<file path="src/rtl/mux_pkg.sv">
// Shared constants and helpers for the arbitrating output multiplexer.
package mux_pkg;

  localparam logic MODE_SEL = 1'b0;
  localparam logic MODE_RR  = 1'b1;

  // Index width needed to address n channels, never less than one bit.
  function automatic int clog2(input int n);
    int w;
    int p;
    w = 32'sd1;
    p = 32'sd2;
    while (p < n) begin
      w = w + 32'sd1;
      p = p * 32'sd2;
    end
    return w;
  endfunction

endpackage

</file>
<file path="src/rtl/rr_arbiter.sv">
// Round-robin grant: scans requests upward from a rotating pointer, wrapping at NUM_IN.
module rr_arbiter
  import mux_pkg::*;
#(
  parameter int NUM_IN = 2,
  parameter int SEL_W  = clog2(NUM_IN)
) (
  input  logic              clk,
  input  logic              rst_n,
  input  logic [NUM_IN-1:0] req,
  input  logic              advance,
  output logic [SEL_W-1:0]  grant,
  output logic              grant_vld
);

  localparam logic [SEL_W:0] NUM_W  = (SEL_W+1)'(NUM_IN);
  localparam logic [SEL_W-1:0] LAST = SEL_W'(NUM_IN - 1);

  logic [SEL_W-1:0] ptr_q, ptr_d;
  logic [SEL_W:0]   sum_s;
  logic [SEL_W-1:0] idx_s;

  // Descending scan so the candidate closest to the pointer is written last and wins.
  always_comb begin
    grant     = '0;
    grant_vld = 1'b0;
    sum_s     = '0;
    idx_s     = '0;
    for (int k = NUM_IN - 1; k >= 0; k--) begin
      sum_s     = {1'b0, ptr_q} + (SEL_W+1)'(k);
      idx_s     = (sum_s >= NUM_W) ? SEL_W'(sum_s - NUM_W) : SEL_W'(sum_s);
      grant     = req[idx_s] ? idx_s : grant;
      grant_vld = grant_vld | req[idx_s];
    end
  end

  // Pointer moves past the winner only when a round-robin transfer is accepted.
  always_comb begin
    if (advance) begin
      ptr_d = (grant == LAST) ? '0 : grant + SEL_W'(1);
    end else begin
      ptr_d = ptr_q;
    end
  end

  // Pointer register.
  always_ff @(posedge clk or negedge rst_n) begin
    if (!rst_n) begin
      ptr_q <= '0;
    end else begin
      ptr_q <= ptr_d;
    end
  end

endmodule

</file>
<file path="src/rtl/arb_mux.sv">
// N-channel to one multiplexer with directed or round-robin selection and a single output register.
module arb_mux
  import mux_pkg::*;
#(
  parameter int WIDTH  = 5,
  parameter int NUM_IN = 2,
  parameter int SEL_W  = clog2(NUM_IN)
) (
  input  logic                    clk,
  input  logic                    rst_n,
  input  logic                    mode,
  input  logic [SEL_W-1:0]        sel,
  input  logic [NUM_IN*WIDTH-1:0] in_data,
  input  logic [NUM_IN-1:0]       in_valid,
  output logic [NUM_IN-1:0]       in_ready,
  output logic [WIDTH-1:0]        out_data,
  output logic [SEL_W-1:0]        out_src,
  output logic                    out_valid,
  input  logic                    out_ready
);

  logic             can_accept_s;
  logic             dir_vld_s;
  logic [SEL_W-1:0] rr_grant_s;
  logic             rr_vld_s;
  logic [SEL_W-1:0] grant_s;
  logic             grant_vld_s;
  logic             load_s;
  logic             advance_s;
  logic [WIDTH-1:0] mux_data_s;

  logic             out_valid_q, out_valid_d;
  logic [WIDTH-1:0] out_data_q, out_data_d;
  logic [SEL_W-1:0] out_src_q, out_src_d;

  rr_arbiter #(
    .NUM_IN (NUM_IN),
    .SEL_W  (SEL_W)
  ) u_rr (
    .clk       (clk),
    .rst_n     (rst_n),
    .req       (in_valid),
    .advance   (advance_s),
    .grant     (rr_grant_s),
    .grant_vld (rr_vld_s)
  );

  // An out-of-range sel matches no channel, so it can never grant.
  always_comb begin
    can_accept_s = !out_valid_q | out_ready;
    dir_vld_s    = 1'b0;
    for (int i = 0; i < NUM_IN; i++) begin
      dir_vld_s = dir_vld_s | (in_valid[i] & (sel == SEL_W'(i)));
    end
    grant_s     = (mode == MODE_RR) ? rr_grant_s : sel;
    grant_vld_s = (mode == MODE_RR) ? rr_vld_s : dir_vld_s;
    load_s      = grant_vld_s & can_accept_s;
    advance_s   = load_s & (mode == MODE_RR);
    mux_data_s  = '0;
    in_ready    = '0;
    for (int i = 0; i < NUM_IN; i++) begin
      mux_data_s  = mux_data_s | (in_data[i*WIDTH +: WIDTH] & {WIDTH{grant_s == SEL_W'(i)}});
      in_ready[i] = load_s & (grant_s == SEL_W'(i));
    end
  end

  // Output register next state: refill, drain, or hold.
  always_comb begin
    if (load_s) begin
      out_valid_d = 1'b1;
      out_data_d  = mux_data_s;
      out_src_d   = grant_s;
    end else if (out_ready) begin
      out_valid_d = 1'b0;
      out_data_d  = out_data_q;
      out_src_d   = out_src_q;
    end else begin
      out_valid_d = out_valid_q;
      out_data_d  = out_data_q;
      out_src_d   = out_src_q;
    end
  end

  // Output register.
  always_ff @(posedge clk or negedge rst_n) begin
    if (!rst_n) begin
      out_valid_q <= 1'b0;
      out_data_q  <= '0;
      out_src_q   <= '0;
    end else begin
      out_valid_q <= out_valid_d;
      out_data_q  <= out_data_d;
      out_src_q   <= out_src_d;
    end
  end

  assign out_valid = out_valid_q;
  assign out_data  = out_data_q;
  assign out_src   = out_src_q;

endmodule

</file>
<file path="config.mk">
export PLATFORM = sky130hd
export DESIGN_NAME = arb_mux
export DESIGN_NICKNAME = d
export VERILOG_FILES = /design/src/rtl/mux_pkg.sv /design/src/rtl/rr_arbiter.sv /design/src/rtl/arb_mux.sv
export SDC_FILE = /design/constraint.sdc
export NUM_CORES = 1
export LEC_CHECK = 0
export BUFFER_PORTS_ARGS = -buffer_cell sky130_fd_sc_hd__buf_2
export CORE_AREA = 5 5 42 44
export CTS_CLUSTER_DIAMETER = 120
export DETAILED_ROUTE_END_ITERATION = 6
export DIE_AREA = 0 0 47 49
export PLACE_DENSITY_LB_ADDON = 0.05
export SLEW_MARGIN = 20
export SYNTH_ARGS = -nofsm -noshare
export SYNTH_HDL_FRONTEND = slang
export SYNTH_SLANG_ARGS = --single-unit
</file>
<file path="constraint.sdc">
create_clock -name clk -period 1.5 [get_ports clk]
set_input_delay 0 -clock clk [delete_from_list [all_inputs] [get_ports clk]]
set_output_delay 0 -clock clk [all_outputs]
set_load 0.02 [all_outputs]
</file>
-- After elaboration in Yosys (flattened, before gate mapping)
Cells that the tools add are included.
- flip-flop bits (word level): 8
- input port bits: 17
- output and inout bits: 9
- add/sub/neg operators: 4
- magnitude comparators: 4
- multiplexer cells: 13
- bitwise gates (word level): 14
- reduce and logical (&&, ||, !) cells: 2
- operator list (kind ; count):
    2-to-1 mux 1 bit ; 13
    bitwise AND 5 bit ; 2
    bitwise AND 1 bit ; 6
    bitwise OR 5 bit ; 1
    < comparator 1 x 2 -> 1 bit (second input constant) ; 2
    bitwise OR 1 bit ; 3
    adder 1 x 1 -> 2 bit (second input constant) ; 1
    >= comparator 1 x 2 -> 1 bit (second input constant) ; 1
    >= comparator 2 bit (second input constant) ; 1
    NOT 1 bit ; 2
    nonzero test 2 bit ; 1
    subtractor 1 bit (second input constant) ; 2
    adder 1 bit (second input constant) ; 1
    logical NOT 1 bit ; 1

-- Logic depth before layout (Yosys ltp)
Gate-level depths: netlist of run 1.
- word-level depth: 11
- gate-level depth with buffers: 5
- gate-level depth less buffers: 4

-- Hierarchy
Synthesis of run 1 repeated with hierarchy kept, for this count alone.
- cells, all modules: 36
- area total of the unflattened synthesis: 469.2 um^2
- modules (own cells, without submodules) (module ; times used ; cells an instance ; area each (um^2) ; seq. area each (um^2)):
    arb_mux ; 1 ; 30 ; 406.6 ; 175.2
    rr_arbiter ; 1 ; 6 ; 62.6 ; 25.0

-- Worst setup path before layout of run 1
No wires, ideal clock.
- path type: register to register
- from: register out_valid_q, in the netlist out_valid
- to: register out_src_q, in the netlist out_src
- data arrival time: 1198 ps
- data required time: 1363 ps
- path slack: 165 ps
- stages on the path, launching flop included: 5
- path buffers: 0
- cell sequence: dfrtp_1 nand2b_1 o221ai_1 nor2_1 nor2_1
- longest elaborated chain between the ends: 3
- RTL lines (what ; RTL line ; source):
    from (decl) ; arb_mux.sv:32 ; logic out_valid_q, out_valid_d;
    from (signal assigned) ; arb_mux.sv:91 ; out_valid_q <= out_valid_d;
    logical NOT 1 bit ; arb_mux.sv:50 ; can_accept_s = !out_valid_q | out_ready;
    bitwise OR 1 bit ; arb_mux.sv:50 ;
    bitwise AND 1 bit ; arb_mux.sv:57 ; load_s = grant_vld_s & can_accept_s;
    to (signal assigned) ; arb_mux.sv:93 ; out_src_q <= out_src_d;
    to (decl) ; arb_mux.sv:34 ; logic [SEL_W-1:0] out_src_q, out_src_d;
Every way passes these cells.
A chain may end at the register's enable or synchronous reset.

-- Worst setup path after layout of run 1
- from: register u_rr.ptr_q
- to: output port in_ready[1]
- longest elaborated chain between the ends: 9
- elaborated cells between the ends (all ways): 18
- classes of those cells: add/sub (3); order compare (2); mux (10); bitwise (3)
- RTL lines (what ; RTL line ; source):
    from (decl) ; rr_arbiter.sv:19 ; logic [SEL_W-1:0] ptr_q, ptr_d;
    from (signal assigned) ; rr_arbiter.sv:51 ; ptr_q <= ptr_d;
    adder 1 x 1 -> 2 bit ; rr_arbiter.sv:30 ; sum_s = {1'b0, ptr_q} + (SEL_W+1)'(k);
    >= comparator 2 bit / subtractor 1 bit (equally long branches) ; rr_arbiter.sv:31 ; idx_s = (sum_s >= NUM_W) ? SEL_W'(sum_s - NUM_W) : SEL_W'(sum_s);
    2-to-1 mux 1 bit ; rr_arbiter.sv:31 ;
    2-to-1 mux 1 bit (not written as such) (2 in series) ; rr_arbiter.sv:32, rr_arbiter.sv:33 ;
    bitwise OR 1 bit / 2-to-1 mux 1 bit (equally long branches) ; rr_arbiter.sv:33, rr_arbiter.sv:32 ;
    2-to-1 mux 1 bit, on equally long branches ; arb_mux.sv:56, rr_arbiter.sv:32 ;
    bitwise AND 1 bit / 2-to-1 mux 1 bit (equally long branches) ; arb_mux.sv:57, arb_mux.sv:55 ;
    bitwise AND 1 bit (*) ; arb_mux.sv:63 ; in_ready[i] = load_s & (grant_s == SEL_W'(i));
    to (decl) ; arb_mux.sv:15 ; output logic [NUM_IN-1:0] in_ready,
Mark *: on every way between the ends. The rest lies on a longest branch, timed or not. The select of a mux whose other input is x is not followed.

==> summary.txt, run 1 <==
Number of H-tree levels - 1
WP data arrival - 1380 ps
Max Clock Skew - 3.86 ps
Global-route wire length before repair - 1670 um
DR vias - 408
Status - complete, no violations
CP Class - reg -> out
Distinct cell type count after synthesis - 18
Element type at the critical path start - flip-flop
Global routing usage on met2 - 16.7%
CP required - 1500 ps
Post-synth EDFFs - 0
Tcrit/Tclk final - 92.2%
Synthesis-to-finish area growth - 42.5%
Core area - 1400 um^2
Yosys warnings - 0
Ys async rst share - 100%
Pins Over Slew Limit - 0
Clock Tree Buf Depth - 2
Die height - 49 um
Mapped Area - 444 um^2
Average size of a mapped cell - 11.1 um^2
# diodes - 0
Die W - 47 um
Min-delay worst type - in -> reg
Yosys reg bits - 8
CTS tree - done
PwrDens - 1080 nW/um^2
Clock buffer count from CTS - 3
Worst-path maximum fanout - 7
Largest net degree at the start of global routing - 9
CTS Hold Bufs - 1
Bufs and invs on worst path - 1
Fill count - 154
Crit path max-delay family - simple AND/OR/NAND/NOR gates
Net count after synthesis - 57
Setup TNS Final - 0 ps
Relative slew slack - 65.0%
Hold Vio Cnt, Final - 0
Detailed Routing Iterations Pass 1 - 2
CTS-repair resized insts - 0
Max Cap Viol - 0
Setup Fix Bufs, Post-CTS - 0
Worst-path clk slew - 50 ps
Routing usage on met3 - 2.21%
Drt drc - 0
Nets - 90
1st-iter DRT viols - 1
Worst skew pair latency - 260 ps
ANT nets after route - 0
Critical path, cell by cell - and2b_1 > o21ai_4 > and2_1 > buf_2
Slowest CP cell - dfrtp_1
Peak Freq - 0.723 GHz
CP Capture Type - output pin
Leak - 0.322 nW
Clock period minus worst slack - 1380 ps
Initial antenna violation count - 0
Starting density of the core - 31.7%
Top Ports - 26
Peak VDD IR - 0.509 mV
WL/cell - 11.4 um
Register area share after synthesis - 45.1%
Rows - 14
Slew @ Worst Pin - 526 ps
GR peak layer - met2
Via density - 4.69
Worst path max stage delay - 350 ps
Gp weighted congestion - 0.670
GR Util All Layers - 10.4%
Final setup fails - 0
Vias in the first global route - 420
Global route overflow - 0
Power Total - 0.684 mW
Port buffer count - 25
Total die area - 2300 um^2
Clock sinks - 8
Met1 usage - 10.8%
Synth Instances - 40
Post-synth top flop - dfrtp_1
Root Buffer - clkbuf_4
Drt total wl - 995 um
RSZ-0062 raised after global routing - no
Share of layout cells above drive strength 1 - 56.3%
## stage by stage
step | instance area (um^2) | util, % | setup slack (ps) | hold slack [ps] | cells
6_report | 633 | 45.2 | 117 | 12.9 | 87
5_1_grt | 633 | 45.2 | 24.7 | 19.4 | 87
4_1_cts | 633 | 45.2 | 91.5 | 6.56 | 87
3_5_place_dp | 601 | 42.9 | 229 | -149 | 83
3_3_place_gp | 601 | 42.9 | 248 | -145 | 83
2_1_floorplan | 444 | - | 165 | -296 | 40
## sequential cells by signal, indices dropped and copies added, names as in the netlist
signal / flops
out_data: 5
out_src: 1
out_valid: 1
u_rr.ptr_q: 1
## worst min-delay path, delay by kind of cell
family	cells	cell delay, ps
AOI/OAI and AO/OA	1	100
muxes	1	60
buffers and inverters	1	70
## final timing paths
check                           cells after the start        start  slack (ps)          end
max in group asynchronous                           2        rst_n        1210    out_valid
worst min register to register                      2  out_data[0]         470  out_data[0]
min in group asynchronous                           2        rst_n         130  out_data[2]
worst max register to register                      4   u_rr.ptr_q         240  out_data[2]
worst min-delay path                                3   in_data[0]          10  out_data[0]
worst max-delay path                                4   u_rr.ptr_q         120  in_ready[1]
## power breakdown
group	internal [mW]	switching [mW]
logic	0.104	0.138
clock network	0.0916	0.0736
registers	0.257	0.0198
total	0.453	0.232
## final cells by class
cell class / instances / area, um^2 / share of cell area [%]
clock buffer: 3 / 22.5 / 3.56
multi-input combinational: 31 / 233 / 36.8
sequential: 8 / 200 / 31.6
tap: 16 / 20.0 / 3.16
timing repair buffer: 29 / 158 / 24.9
## routing by layer
metal | part of all wire [%] | wire [um]
met1 | 37 | 371
met2 | 50 | 493
met3 | 9.8 | 98
met4 | 3.2 | 32
met5 | 0 | 0
## layout by cell type (no fill, tap or decap), drive strengths merged
cell / count
nand2: 7
o21ai: 6
o221a: 1
o22ai: 1
o21a: 1
clkbuf: 3
mux2i: 5
a41oi: 1
dfrtp: 8
dlygate4sd3: 1
buf: 28
a31oi: 1
and2: 1
and2b: 1
o221ai: 1
nand2b: 2
nor2: 3
## synthesized netlist by cell type, types with 3 or more instances
cell | count | share of area (%)
nor2_1 | 3 | 2.5
nand2_1 | 6 | 5.1
o21ai_2 | 5 | 9.9
dfrtp_1 | 8 | 45
mux2i_1 | 5 | 11
## logic make-up after synthesis
kind of cell    count (synthesis)  synth area share, %
flops                           8                 45.1
compound gates                 12                 24.5
simple gates                   14                 16.6
mux                             5                 11.3
buf+inv                         1                 2.54
Note: power is estimated with default switching activity, not from simulation.
==> run 2, diff against run 1 <==
--- a/config.mk
+++ b/config.mk
@@ -6,10 +6,10 @@
 export NUM_CORES = 1
 export LEC_CHECK = 0
 export BUFFER_PORTS_ARGS = -buffer_cell sky130_fd_sc_hd__buf_2
-export CORE_AREA = 5 5 42 44
+export CORE_AREA = 2 2 39 41
 export CTS_CLUSTER_DIAMETER = 120
 export DETAILED_ROUTE_END_ITERATION = 6
-export DIE_AREA = 0 0 47 49
+export DIE_AREA = 0 0 41 43
 export PLACE_DENSITY_LB_ADDON = 0.05
 export SLEW_MARGIN = 20
 export SYNTH_ARGS = -nofsm -noshare
==> summary.txt, run 2 (synthesis gave the netlist of run 1 again) <==
Die W - 41 um
Via density - 4.51
RSZ-0062 raised after global routing - no
Leak - 0.323 nW
Setup TNS Final - 0 ps
Synthesis-to-finish area growth - 43.9%
Flip-flop count of the largest register after layout - 5
Internal cell power - 0.454 mW
Hold_sp - in_data[3]
Register area - 200 um^2
Slew @ Worst Pin - 334 ps
Die height - 43 um
Global-route wire length before repair - 1520 um
Drt total wl - 932 um
Final setup fails - 0
Power Total - 0.685 mW
Pins Over Slew Limit - 0
Element type at the critical path start - flip-flop
DR vias - 392
WHS - 17.2 ps
Hold endpoint - out_data[3]
Min-delay worst type - in -> reg
Detailed Routing Iterations Pass 1 - 1
Max Cap Viol - 0
Clock buffer count from CTS - 3
Global route overflow - 0
Rows - 14
Layout Cells excl Fill - 87
Drt drc - 0
Setup Fix Bufs, Post-CTS - 0
Total die area - 1760 um^2
Port buffer count - 25
Switching power total - 0.232 mW
Clock Tree Buf Depth - 2
CTS tree - done
CP required - 1500 ps
Sw Ratio - 33.8%
Placed cell areas - 601 um^2
# diodes - 0
Slack of the critical path - 121 ps
Logic pwr share - 35.4%
ANT nets after route - 0
Relative slew slack - 77.8%
Nets - 90
R2r startpoint - u_rr.ptr_q
Number of H-tree levels - 1
Gp weighted congestion - 0.627
Root Buffer - clkbuf_4
Core area - 1380 um^2
WL/cell - 10.7 um
Clock power share - 23.9%
Hold Vio Cnt, Final - 0
Finished Cell Area - 639 um^2
Final Util - 46.2%
1st-iter DRT viols - 0
Sequential power share - 40.6%
Hold Path Depth - 3
Worst Reg-to-Reg Cells - 4
Status - complete, no violations
CP Class - reg -> out
Largest net degree at the start of global routing - 9
Vias in the first global route - 336
Most frequent cells in the layout - buf_2 (25), dfrtp_1 (8), nand2_1 (6), mux2i_1 (5), o21ai_2 (5)
Reg2reg end - out_data[1]
GR Util All Layers - 13.1%
WP data arrival - 1380 ps
Initial antenna violation count - 0
Worst-path clk slew - 60 ps
Peak Freq - 0.725 GHz
Final HPWL DP - 765 um
CP Capture Type - output pin
Top Ports - 26
Worst skew pair latency - 250 ps
Fill count - 150
Tcrit/Tclk final - 92.0%
Placed cell count - 83
Worst-path maximum fanout - 7
PwrDens - 1070 nW/um^2
Share of layout cells above drive strength 1 - 57.7%
Clock period minus worst slack - 1380 ps
Commonest non-fill, non-tap cell in the layout - buf_2
Multi-input gate area - 239 um^2
Starting density of the core - 32.1%
Clock sinks - 8
Peak VDD IR - 0.364 mV
Max Clock Skew - 3.05 ps
Post-Place Setup Slack - 209 ps
Reg-to-reg slack, setup - 240 ps
==> run 2: area by class of cell <==
cell class              count  area share [%]
multi-input cells          31            37.4
flip-flops and latches      8            31.3
repair buffers             29            24.7
clock buffers               3            3.52
well taps                  16            3.13
==> run 2: what timing repair did <==
action                                  4_1_cts  5_1_grt
resized for setup                             0        1
endpoints found under the setup margin        0        1
endpoints found under the hold margin         8        0
hold buffers                                  1        0
==> run 2: worst max-delay path by stage <==
stage | start | endpoint | cells past startpoint | slack (ps)
4_1_cts | out_valid | in_ready[0] | 4 | 70
6_report | u_rr.ptr_q | in_ready[1] | 4 | 120
5_1_grt | u_rr.ptr_q | in_ready[1] | 4 | 20
3_5_place_dp | u_rr.ptr_q | out_data[1] | 4 | 210
3_3_place_gp | u_rr.ptr_q | out_data[1] | 4 | 250
2_1_floorplan | out_valid | out_src | 4 | 170
==> run 2: worst max-delay path, cell delays in order (launching register included) <==
cell,delay [ps]
dfrtp_1,350
and2b_1,200
o21ai_4,250
and2_1,160
buf_2,150
==> run 2: per-layer routing <==
layer	global-route usage, %	routed length (um)	vias up
li1	-	-	210
met1	18.5	418	163
met2	17.2	430	19
met3	6.28	83	0
met4	4.00	0	0
met5	0	0	-
==> run 2: power groups by stage <==
| stage | clock network, mW | registers, mW | logic (mW) |
|---|---|---|---|
| after global routing | 0.188 | 0.284 | 0.268 |
| after global placement | 0 | 0.280 | 0.243 |
| after detailed placement | 0 | 0.283 | 0.243 |
| after floorplan | 0 | 0.324 | 0.113 |
| after CTS | 0.176 | 0.279 | 0.245 |
| final | 0.164 | 0.279 | 0.243 |
==> run 3, diff against run 2 <==
--- a/config.mk
+++ b/config.mk
@@ -5,6 +5,7 @@
 export SDC_FILE = /design/constraint.sdc
 export NUM_CORES = 1
 export LEC_CHECK = 0
+export ABC_AREA = 1
 export BUFFER_PORTS_ARGS = -buffer_cell sky130_fd_sc_hd__buf_2
 export CORE_AREA = 2 2 39 41
 export CTS_CLUSTER_DIAMETER = 120
==> summary.txt, run 3 <==
ANT nets after route - 0
Yosys warnings - 0
CP Class - reg -> out
Top Ports - 26
Average size of a mapped cell - 7.34 um^2
Clock sinks - 8
Commonest non-fill, non-tap cell in the layout - nand2_1
Leading cell types by count after synthesis - nand2_1 (30), dfrtp_1 (8), nand3_1 (6)
Final Util - 45.2%
Relative slew slack - 84.9%
GR Util All Layers - 15.7%
Core area - 1380 um^2
1st-iter DRT viols - 2
Hold Vio Cnt, Final - 0
Pins Over Slew Limit - 0
Clock period minus worst slack - 1370 ps
Global-route wire length before repair - 1780 um
CP required - 1500 ps
Mapped Area - 448 um^2
Hold_sp - in_data[5]
Setup Fix Bufs, Post-CTS - 0
PwrDens - 1100 nW/um^2
Number of H-tree levels - 1
WP data arrival - 1370 ps
Synth Instances - 61
CP Capture Type - output pin
Detailed Routing Iterations Pass 1 - 4
Die height - 43 um
Reg2reg end - out_data[3]
Post-synth EDFFs - 0
Fill count - 151
Nets - 109
Slew @ Worst Pin - 225 ps
Total die area - 1760 um^2
Worst-path clk slew - 60 ps
Critical path, cell by cell - inv_1 > nand2_1 > nand3_2 > nand2_1 > nor2_2 > buf_2
Synthesis-to-finish area growth - 39.7%
Rows - 14
Gp weighted congestion - 0.762
Vias in the first global route - 436
Die W - 41 um
RSZ-0062 raised after global routing - no
Distinct cell type count after synthesis - 15
Element type at the critical path start - flip-flop
R2r startpoint - u_rr.ptr_q
Crit path max-delay family - simple AND/OR/NAND/NOR gates
Reg-to-reg slack, setup - 360 ps
Max Clock Skew - 3.09 ps
Share of layout cells above drive strength 1 - 40.0%
Ys async rst share - 100%
Final setup fails - 0
DR vias - 487
Final HPWL DP - 874 um
Tcrit/Tclk final - 91.6%
Yosys reg bits - 8
Clock buffer count from CTS - 3
Bufs and invs on worst path - 2
Register area share after synthesis - 44.7%
Via density - 4.59
Top-count cell post-synth - nand2_1
# diodes - 0
Flip-flop count of the largest register after layout - 5
Slowest CP cell - dfrtp_1
Leak - 0.379 nW
Hold endpoint - out_data[0]
Worst path max stage delay - 370 ps
WL/cell - 10.5 um
Net count after synthesis - 78
Status - complete, no violations
Peak VDD IR - 0.590 mV
Post-synth top flop - dfrtp_1
Worst skew pair latency - 260 ps
Drt drc - 0
Global route overflow - 0
Largest net degree at the start of global routing - 11
Max Cap Viol - 0
Most frequent cells in the layout - nand2_1 (30), buf_2 (25), dfrtp_1 (8), nand3_1 (6)
Setup TNS Final - 0 ps
Min-delay worst type - in -> reg
Worst Reg-to-Reg Cells - 8
Peak Freq - 0.728 GHz
Area contributors post-synth - dfrtp_1 (45%), nand2_1 (25%), nand3_1 (6.7%), nand2_4 (5.0%), nand2_2 (2.8%)
Hold Path Depth - 5
CTS tree - done
Port buffer count - 25
Root Buffer - clkbuf_4
Starting density of the core - 32.4%
Most used cell, CP - nand2_1
Clock Tree Buf Depth - 2
Worst-path maximum fanout - 7
Initial antenna violation count - 0
Largest area contributor in the netlist - dfrtp_1
Drt total wl - 1120 um
Synth top area share - 44.7%
[run 3: cell families (layout without fill, tap and decap cells)]
group,count (synthesis),after routing,share of synthesized area (%)
flops,8,8,44.7
buf+inv,5,34,5.31
compound gates,4,4,5.03
simple gates,44,44,45.0
[run 3: where the power goes]
group | internal [mW] | total [mW] | switching (mW)
registers | 0.259 | 0.278 | 0.0197
clock network | 0.0919 | 0.170 | 0.0785
logic | 0.0848 | 0.239 | 0.154
[run 3: layer usage]
layer	global-route usage, %	up-vias	share of wire [%]
li1	-	253	-
met1	20.0	210	43
met2	21.9	19	45
met3	5.24	5	8.2
met4	10.0	0	3.6
met5	0	-	0
[run 3: metrics by stage]
stage / cell area, um^2 / cells / power (mW) / hold slack [ps] / setup WS, ps
2_1_floorplan: 448 / 61 / 0.433 / -296 / 343
3_3_place_gp: 593 / 102 / 0.522 / -140 / 406
3_5_place_dp: 593 / 102 / 0.523 / -142 / 368
4_1_cts: 626 / 106 / 0.696 / 26.0 / 115
5_1_grt: 626 / 106 / 0.745 / 48.4 / 2.29
6_report: 626 / 106 / 0.688 / 27.8 / 126
[run 3: how the worst max path moves through the flow]
| stage | startpoint | to | slack (ps) | cells past startpoint |
|---|---|---|---|---|
| 3_5_place_dp | u_rr.ptr_q | out_data[1] | 370 | 8 |
| 4_1_cts | u_rr.ptr_q | in_ready[0] | 120 | 6 |
| 5_1_grt | u_rr.ptr_q | in_ready[0] | 2 | 6 |
| 6_report | u_rr.ptr_q | in_ready[0] | 130 | 6 |
| 2_1_floorplan | u_rr.ptr_q | out_src | 340 | 6 |
| 3_3_place_gp | u_rr.ptr_q | out_data[3] | 410 | 8 |
[run 3: layout make-up]
| type | instances | area, um^2 | share of cell area (%) |
|---|---|---|---|
| multi-input combinational | 48 | 224 | 35.8 |
| sequential | 8 | 200 | 32.0 |
| timing repair buffer | 26 | 135 | 21.6 |
| inverter | 5 | 23.8 | 3.80 |
| clock buffer | 3 | 22.5 | 3.60 |
| tap | 16 | 20.0 | 3.20 |
[run 3: repair_timing]
item,CTS,global route
hold buffers,1,0
hold endpoints to repair,8,0
gates resized for setup,0,0
[run 3: tightest hold or removal path, stage by stage]
cell     delay [ps]
buf_2            80
nand2_1          50
nand2_1          50
nand2_1          40
nand2_1          40
